### src/rtl/icap_defs.sv
// Shared definitions for the ICAP writer: FSM encoding, sync/DESYNC words
// and the in-place byte bit-reversal that maps file order to SelectMAP order.
package icap_defs;

   typedef enum logic [1:0] {
      ST_IDLE  = 2'd0,
      ST_RUN   = 2'd1,
      ST_DONE  = 2'd2,
      ST_ERROR = 2'd3
   } icap_state_t;

   localparam logic [15:0] SYNC_HI_WORD    = 16'hAA99;
   localparam logic [15:0] SYNC_LO_WORD    = 16'h5566;
   localparam logic [15:0] DESYNC_CMD_WORD = 16'h30A1;
   localparam logic [15:0] DESYNC_ARG_WORD = 16'h000D;

   function automatic logic [15:0] byte_reverse(input logic [15:0] word);
      logic [15:0] result;
      result = '0;
      for (int i = 0; i < 8; i++) begin
         result[i]     = word[7 - i];
         result[8 + i] = word[15 - i];
      end
      return result;
   endfunction

endpackage

### src/rtl/icap_word_skid.sv
// One-entry skid buffer between the FIFO read port and the ICAP output register.
// A word passes straight through when the consumer is ready, otherwise it is parked.
module icap_word_skid (
   input  logic        clk,
   input  logic        reset,
   input  logic        clear,
   input  logic        in_valid,
   input  logic [15:0] in_data,
   input  logic        out_ready,
   output logic        out_valid,
   output logic [15:0] out_data,
   output logic        full
);

   logic        stored_q;
   logic [15:0] data_q;

   assign out_valid = stored_q | in_valid;
   assign out_data  = stored_q ? data_q : in_data;
   // Also full when the arriving word is about to be parked, so the producer
   // never has a second word in flight with nowhere to land.
   assign full      = stored_q | (in_valid & ~out_ready);

   always_ff @(posedge clk) begin
      if (reset || clear) begin
         stored_q <= 1'b0;
         data_q   <= '0;
      end else if (stored_q) begin
         if (out_ready) begin
            stored_q <= 1'b0;
         end
      end else if (in_valid && !out_ready) begin
         stored_q <= 1'b1;
         data_q   <= in_data;
      end
   end

endmodule

### src/rtl/icap_writer.sv
// ICAP feeder: pops bitstream words from the reconfiguration FIFO, writes them
// to the ICAP port under BUSY back-pressure and tracks sync, DESYNC and timeout.
module icap_writer
   import icap_defs::*;
#(
   parameter logic [7:0]  TIMEOUT = 8'd255,
   parameter logic [15:0] SYNC_HI = SYNC_HI_WORD,
   parameter logic [15:0] SYNC_LO = SYNC_LO_WORD
) (
   input  logic        clk,
   input  logic        reset_i,
   input  logic        start_i,
   input  logic [15:0] fifo_dout_i,
   input  logic        fifo_empty_i,
   output logic        fifo_rd_en_o,
   input  logic        icap_busy_i,
   output logic        icap_ce_n_o,
   output logic        icap_write_n_o,
   output logic [15:0] icap_i_o,
   output logic [15:0] word_count_o,
   output logic        synced_o,
   output logic        done_o,
   output logic        error_o
);

   icap_state_t state_q, state_d;

   logic        rd_en_q;
   logic        out_valid_q;
   logic [15:0] out_word_q;
   logic [15:0] last_word_q;
   logic [15:0] word_count_q;
   logic        synced_q;
   logic        done_q;
   logic        error_q;
   logic [7:0]  timer_q;

   logic        run;
   logic        accept;
   logic        out_ready;
   logic        load;
   logic        done_hit;
   logic        timeout_hit;
   logic        skid_in_valid;
   logic        skid_clear;
   logic        skid_valid;
   logic        skid_full;
   logic [15:0] skid_data;

   assign run           = (state_q == ST_RUN);
   assign accept        = run & out_valid_q & ~icap_busy_i;
   assign out_ready     = ~out_valid_q | accept;
   assign skid_in_valid = rd_en_q & run;
   assign skid_clear    = ~run;
   assign load          = run & skid_valid & out_ready;
   assign done_hit      = accept & synced_q & (out_word_q == DESYNC_ARG_WORD)
                          & (last_word_q == DESYNC_CMD_WORD);
   assign timeout_hit   = run & out_valid_q & icap_busy_i & (timer_q == TIMEOUT - 8'd1);

   icap_word_skid u_skid (
      .clk       (clk),
      .reset     (reset_i),
      .clear     (skid_clear),
      .in_valid  (skid_in_valid),
      .in_data   (fifo_dout_i),
      .out_ready (out_ready),
      .out_valid (skid_valid),
      .out_data  (skid_data),
      .full      (skid_full)
   );

   always_ff @(posedge clk) begin
      if (reset_i) begin
         state_q <= ST_IDLE;
      end else begin
         state_q <= state_d;
      end
   end

   // RUN only returns to IDLE once nothing is in flight, so an abort still
   // delivers every word already taken out of the FIFO.
   always_comb begin
      state_d      = state_q;
      fifo_rd_en_o = 1'b0;
      case (state_q)
         ST_IDLE: begin
            if (start_i) begin
               state_d = ST_RUN;
            end
         end
         ST_RUN: begin
            fifo_rd_en_o = start_i & ~fifo_empty_i & ~skid_full & ~done_hit & ~timeout_hit;
            if (done_hit) begin
               state_d = ST_DONE;
            end else if (timeout_hit) begin
               state_d = ST_ERROR;
            end else if (!start_i && !out_valid_q && !skid_valid) begin
               state_d = ST_IDLE;
            end
         end
         ST_DONE, ST_ERROR: begin
            if (!start_i) begin
               state_d = ST_IDLE;
            end
         end
         default: state_d = ST_IDLE;
      endcase
   end

   always_ff @(posedge clk) begin
      if (reset_i) begin
         rd_en_q      <= 1'b0;
         out_valid_q  <= 1'b0;
         out_word_q   <= '0;
         last_word_q  <= '0;
         word_count_q <= '0;
         synced_q     <= 1'b0;
         done_q       <= 1'b0;
         error_q      <= 1'b0;
         timer_q      <= '0;
      end else begin
         rd_en_q <= fifo_rd_en_o;
         if (!run) begin
            out_valid_q <= 1'b0;
         end else if (load) begin
            out_valid_q <= 1'b1;
            out_word_q  <= skid_data;
         end else if (accept) begin
            out_valid_q <= 1'b0;
         end
         if (state_q == ST_IDLE && start_i) begin
            last_word_q  <= '0;
            word_count_q <= '0;
            synced_q     <= 1'b0;
            done_q       <= 1'b0;
            error_q      <= 1'b0;
            timer_q      <= '0;
         end else if (run) begin
            if (accept) begin
               last_word_q <= out_word_q;
               timer_q     <= '0;
               if (word_count_q != 16'hFFFF) begin
                  word_count_q <= word_count_q + 16'd1;
               end
               if (out_word_q == SYNC_LO && last_word_q == SYNC_HI) begin
                  synced_q <= 1'b1;
               end
            end else if (out_valid_q && icap_busy_i) begin
               timer_q <= timer_q + 8'd1;
            end
            if (done_hit) begin
               done_q <= 1'b1;
            end
            if (timeout_hit) begin
               error_q <= 1'b1;
            end
         end
      end
   end

   assign icap_ce_n_o    = ~accept;
   assign icap_write_n_o = 1'b0;
   assign icap_i_o       = byte_reverse(out_word_q);
   assign word_count_o   = word_count_q;
   assign synced_o       = synced_q;
   assign done_o         = done_q;
   assign error_o        = error_q;

endmodule

### config.mk
export PLATFORM = sky130hd
export DESIGN_NAME = icap_writer
export DESIGN_NICKNAME = d
export VERILOG_FILES = /design/src/rtl/icap_defs.sv /design/src/rtl/icap_word_skid.sv /design/src/rtl/icap_writer.sv
export SDC_FILE = /design/constraint.sdc
export NUM_CORES = 1
export LEC_CHECK = 0
export BUFFER_PORTS_ARGS = -buffer_cell sky130_fd_sc_hd__buf_2
export CORE_ASPECT_RATIO = 1.25
export CORE_MARGIN = 2
export CORE_UTILIZATION = 30
export CTS_CLUSTER_DIAMETER = 40
export DETAILED_ROUTE_END_ITERATION = 8
export PLACE_DENSITY = 0.49
export SLEW_MARGIN = 20
export SYNTH_ARGS = -nofsm -noshare
export SYNTH_HDL_FRONTEND = slang
export SYNTH_SLANG_ARGS = --single-unit
### constraint.sdc
create_clock -name clk -period 1.7 [get_ports clk]
set_input_delay 0.085 -clock clk [delete_from_list [all_inputs] [get_ports clk]]
set_output_delay 0.085 -clock clk [all_outputs]
set_load 0.05 [all_outputs]
---- Word-level counts from Yosys, hierarchy flattened ----
Index checks and enable logic that the tools add are counted.
storage, ports and cells
  bits in registers ....................... 80
  bits in writable memories ............... 0
  memories ................................ 0
  memory bits (read-only) ................. 0
  output and inout bits ................... 38
  bits in latches ......................... 0
operators by class
  equality and inequality tests ........... 12
  bitwise operators ....................... 28
  $lt $le $gt $ge ......................... 0
  div/mod/pow operators ................... 0
  multipliers ............................. 0
  shift operators ......................... 0
  mux-type cells .......................... 15
  reduce and logical (&&, ||, !) cells .... 26
  $add $sub $neg .......................... 2
operators by type and width
  kind                                                               count
  16-bit by 1-bit adder with 16-bit output, second input constant    1
  16-bit by 14-bit == test with 1-bit output, second input constant  1
  16-bit by 15-bit == test with 1-bit output, second input constant  1
  16-bit == test, second input constant                              1
  16-bit by 4-bit == test with 1-bit output, second input constant   1
  16-bit 2-to-1 mux                                                  1
  8-bit 2-to-1 mux                                                   2
  16-bit != test, second input constant                              1
  1-bit bitwise AND                                                  15
  2-bit AND reduction                                                6
  2-bit 2-to-1 mux                                                   5
  1-bit inverter                                                     10
  3-bit AND reduction                                                3
  8-bit by 1-bit adder with 8-bit output, second input constant      1
  8-bit == test, second input constant                               1
  1-bit logical AND                                                  6
  1-bit 2-to-1 mux                                                   6
  2-bit one-hot mux with 3 select lines                              1
  2-bit OR reduction                                                 3
  2-bit == test, second input constant                               2
  1-bit logical NOT                                                  4
  2-bit != test, second input constant                               2
  4-bit by 1-bit != test with 1-bit output, second input constant    1
  2-bit nonzero test                                                 2
  4 further kinds                                                    6

---- Longest topological paths before layout ----
  word-level depth ........................ 12
  mapped depth ............................ 7

---- Cells and area by module ----
From an unflattened synthesis, not the netlist that was laid out.
unflattened totals
  cell total of the unflattened synthesis .. 435
  area, all modules ....................... 3,802.4 um2
by module, submodules not included
  module          times used  cells each  seq. area each (um2)  area an instance (um2)
  icap_writer     1           338         1,261.2               2,753.9
  icap_word_skid  1           97          340.3                 1,048.5

---- Worst setup path after synthesis ----
No wires, ideal clock.
  path type ............................... register to output
  start ................................... reg out_word_q[13]
  end ..................................... out fifo_rd_en_o
  arrival ................................. 2.110 ns
  path slack .............................. -0.495 ns
  buffers on the path ..................... 0
  required time ........................... 1.615 ns
  cell stages (with the launch flop) ...... 5
  cells stage by stage .................... dfxtp_1 -> nor4b_1 -> nand4_1 -> nor4_4 -> nor3_1
between the ends
  longest elaborated chain between the ends .. 7
ends and longest elaborated chain
  what                                       RTL line            RTL
  start: declaration                         icap_writer.sv:30   logic [15:0] out_word_q;
  start signal: assignment                   icap_writer.sv:127  out_word_q <= skid_data;
  16-bit by 4-bit == test with 1-bit output  icap_writer.sv:56   assign done_hit = accept & synced_q & (out_word_q == DESYNC_ARG_WORD)
  1-bit bitwise AND                          icap_writer.sv:56
  1-bit bitwise AND                          icap_writer.sv:57   & (last_word_q == DESYNC_CMD_WORD);
  1-bit inverter                             icap_writer.sv:92   fifo_rd_en_o = start_i & ~fifo_empty_i & ~skid_full & ~done_hit & ~timeout_hit;
  1-bit bitwise AND (2 in a row)             icap_writer.sv:92
  1-bit 2-to-1 mux                           icap_writer.sv:85   case (state_q)
  end: declaration                           icap_writer.sv:15   output logic fifo_rd_en_o,
Every way passes these cells.

---- Worst setup path in the final report ----
  start ................................... reg out_word_q[9]
  end ..................................... out fifo_rd_en_o
Same word-level chain as after synthesis.

==> impl_metrics.env <==
export IMPL_die_y_um=125
export IMPL_overflow=0
export IMPL_synth_edf_count=0
export IMPL_critPathKind="flip-flop to output port"
export IMPL_synth_top_family_by_area="simple AND/OR/NAND/NOR gates"
export IMPL_min_period_ps=1840
export IMPL_power_leakage_uw=0.00174
export IMPL_max_freq_mhz=543
export IMPL_ys_top_cells_by_area="dfxtp_1, mux2i_1, nor2_1"
export IMPL_synth_cells=401
export IMPL_drt_iter0_drc=143
export IMPL_cp_required_ps=1620
export IMPL_rows=44
export IMPL_grt_start_max_net_pins=33
export IMPL_dieArea_mm2=0.0126
export IMPL_cts_made_buffers=9
export IMPL_outcome="finished, violations left"
export IMPL_ios=59
export IMPL_worstSetupStartpointType="flip-flop"
export IMPL_power_frac_seq_pct=48.2
export IMPL_critPathMaxFanout=2
export IMPL_powerDensity_mw_per_mm2=837
export IMPL_ant_nets=0
export IMPL_failed_checks="negative setup slack"
export IMPL_swShare_pct=22.9
export IMPL_via_per_inst=4.92
export IMPL_wl_per_cell_um=14.2
export IMPL_clock_sinks=80
export IMPL_arrival_ps=1760
export IMPL_synth_compound_area_share_pct=9.42
export IMPL_ys_types=41
export IMPL_netlist_area_leader_share_pct=45.5
export IMPL_synthFlopType="dfxtp_1"
export IMPL_p_sw_uw=903
export IMPL_fin_nets=520
export IMPL_worst_slack_ps=-142
export IMPL_synth_most_common_cell="dfxtp_1"
export IMPL_synth_warnings=0
export IMPL_synth_mux_area_share_pct=9.67
export IMPL_final_hold_viol_count=0
export IMPL_clockPowerShare_pct=45.7
export IMPL_grt_usage_pct=14.7
export IMPL_root_buffer="clkbuf_16"
export IMPL_ctsHtreeMaxLevel=3
export IMPL_stdcell_area_mm2=0.00470
export IMPL_rsz0062_at_grt="yes"
export IMPL_synthSimpleGateAreaFrac_pct=25.6
export IMPL_setup_worst_path_end_class="output port"
export IMPL_placed_area_mm2=0.00421
export IMPL_synth_xor_area_share_pct=4.48
export IMPL_grt_pass1_vias=2971
export IMPL_drc=0
export IMPL_finalCritPeriodShare_pct=108
export IMPL_ys_top_cells_by_count="dfxtp_1, nor2_1, nand2_1, mux2i_1, a21oi_1"
export IMPL_place_hpwl_um=6680
export IMPL_clk_pin_slew_ps=60
export IMPL_area_growth_pct=33.5
export IMPL_num_vias=3139
export IMPL_fp_dieW_um=101
export IMPL_ys_seq_elements=80
export IMPL_place_congestion=0.781
export IMPL_antenna_found_initial=0
export IMPL_async_reset_ff_share_pct=0
export IMPL_core_mm2=0.0115
export IMPL_synth_nets=425
export IMPL_p_comb_share_pct=6.1
export IMPL_n_antenna_cell=0
export IMPL_synthAdderAreaFrac_pct=1.07
export IMPL_postRouteWirelength_um=9040
export IMPL_total_power_uw=3930
export IMPL_start_util_pct=30.6
export IMPL_cts_tree="done"
export IMPL_ir_worst_vdd_uv=650
export IMPL_setup_violations=1
export IMPL_hold_path_class="input port to flip-flop"
export IMPL_drive_gt1_share_pct=29.8
export IMPL_internal_power_uw=3030
export IMPL_yosysSeqAreaShare_pct=45.5
export IMPL_synth_top_area_cell="dfxtp_1"
export IMPL_grt_pass1_wl_um=14700
export IMPL_slew_viol_final=0
export IMPL_dr_pass1_iters=4
export IMPL_synth_area_per_cell_um2=8.78
export IMPL_max_cap_violations=0
export IMPL_portBuffers=57
export IMPL_clk_path_buf_depth=2
export IMPL_syn_area_mm2=0.00352
export IMPL_insertion_delay_ps=330
export IMPL_fin_worst_skew_ps=7.48
## final timing paths
| kind | end | from | slack (ps) | cells past startpoint |
|---|---|---|---|---|
| max | fifo_rd_en_o | out_word_q[9] | -140 | 7 |
| min | u_skid.data_q[5] | fifo_dout_i[5] | 6 | 3 |
| max reg2reg | state_q[0] | state_q[0] | 50 | 5 |
| min reg2reg | last_word_q[13] | last_word_q[13] | 450 | 2 |
## state kept, by name, summed over array words and instances, names as in the netlist
name and flops:
state_q 2, word_count_o 16, out_valid_q 1, u_skid.data_q 16
rd_en_q 1, synced_o 1, last_word_q 16, u_skid.stored_q 1
done_o 1, out_word_q 16, timer_q 8, error_o 1
## cell usage in the layout (no fill, tap or decap), types with 8 or more instances in the layout
cell type,instances
nand2_1,49
clkbuf_16,9
nor2_1,68
nand3_1,9
a211oi_1,21
dfxtp_2,18
mux2i_1,34
buf_4,38
buf_2,55
xnor2_1,12
nand4_1,8
a21oi_1,23
dfxtp_1,61
## power groups by stage
stage	Clock [µW]	Combinational (µW)	Sequential, µW
after floorplan	0	109	1960
after global placement	0	227	1930
after detailed placement	0	228	1930
after CTS	1860	242	1890
after global routing	1910	266	1890
final	1800	240	1890
## what timing repair did
item / in CTS / in global routing
hold endpoints to repair: 7 / 0
setup endpoints to repair: 2 / 13
buffers inserted: 3 / 4
hold buffers: 7 / 0
resized for setup: 9 / 9
pin swaps: 1 / 3
## metrics by stage
step / hold slack [ps] / instances / util [%] / setup TNS (ps) / worst slack, ps
CTS: 0.518 / 634 / 40.2 / -153 / -153
floorplan: 232 / 401 / - / 0 / 1.43
global route: 26.2 / 638 / 40.8 / -319 / -206
global placement: 338 / 609 / 36.6 / -48.8 / -46.8
detailed placement: 344 / 609 / 36.6 / -36.7 / -31.0
finish: 5.74 / 638 / 40.8 / -142 / -142
## cell type report
class                           count  area (µm²)
Timing Repair Buffer              107         723
Fill cell                        1165        6810
Clock inverter                      3        17.5
Sequential cell                    80        1630
Clock buffer                       12         256
Inverter                            8        30.0
Multi-Input combinational cell    290        1870
Tap cell                          138         173
## metal layers
layer  global-route usage, %  part of all wire, %
met1                    17.6                   43
met2                    25.6                   52
met3                    3.97                  3.8
met4                    4.21                  1.2
met5                       0                    0
## critical path, stage by stage, from the launching register on
cell and delay [ps]:
dfxtp_1 310, nor4b_2 280, buf_4 150, nand4_1 160
nor4_4 190, buf_6 150, nor3_4 40, buf_6 150
## cell families after synthesis
logic type,Yosys count
buffers and inverters,31
adder cells (fa/ha/maj),3
AND/OR/NAND/NOR,182
flip-flops,80
AO/OA/AOI/OAI,52
other,1
multiplexers,34
XOR/XNOR,18
Power figures use the tool's default switching activity.
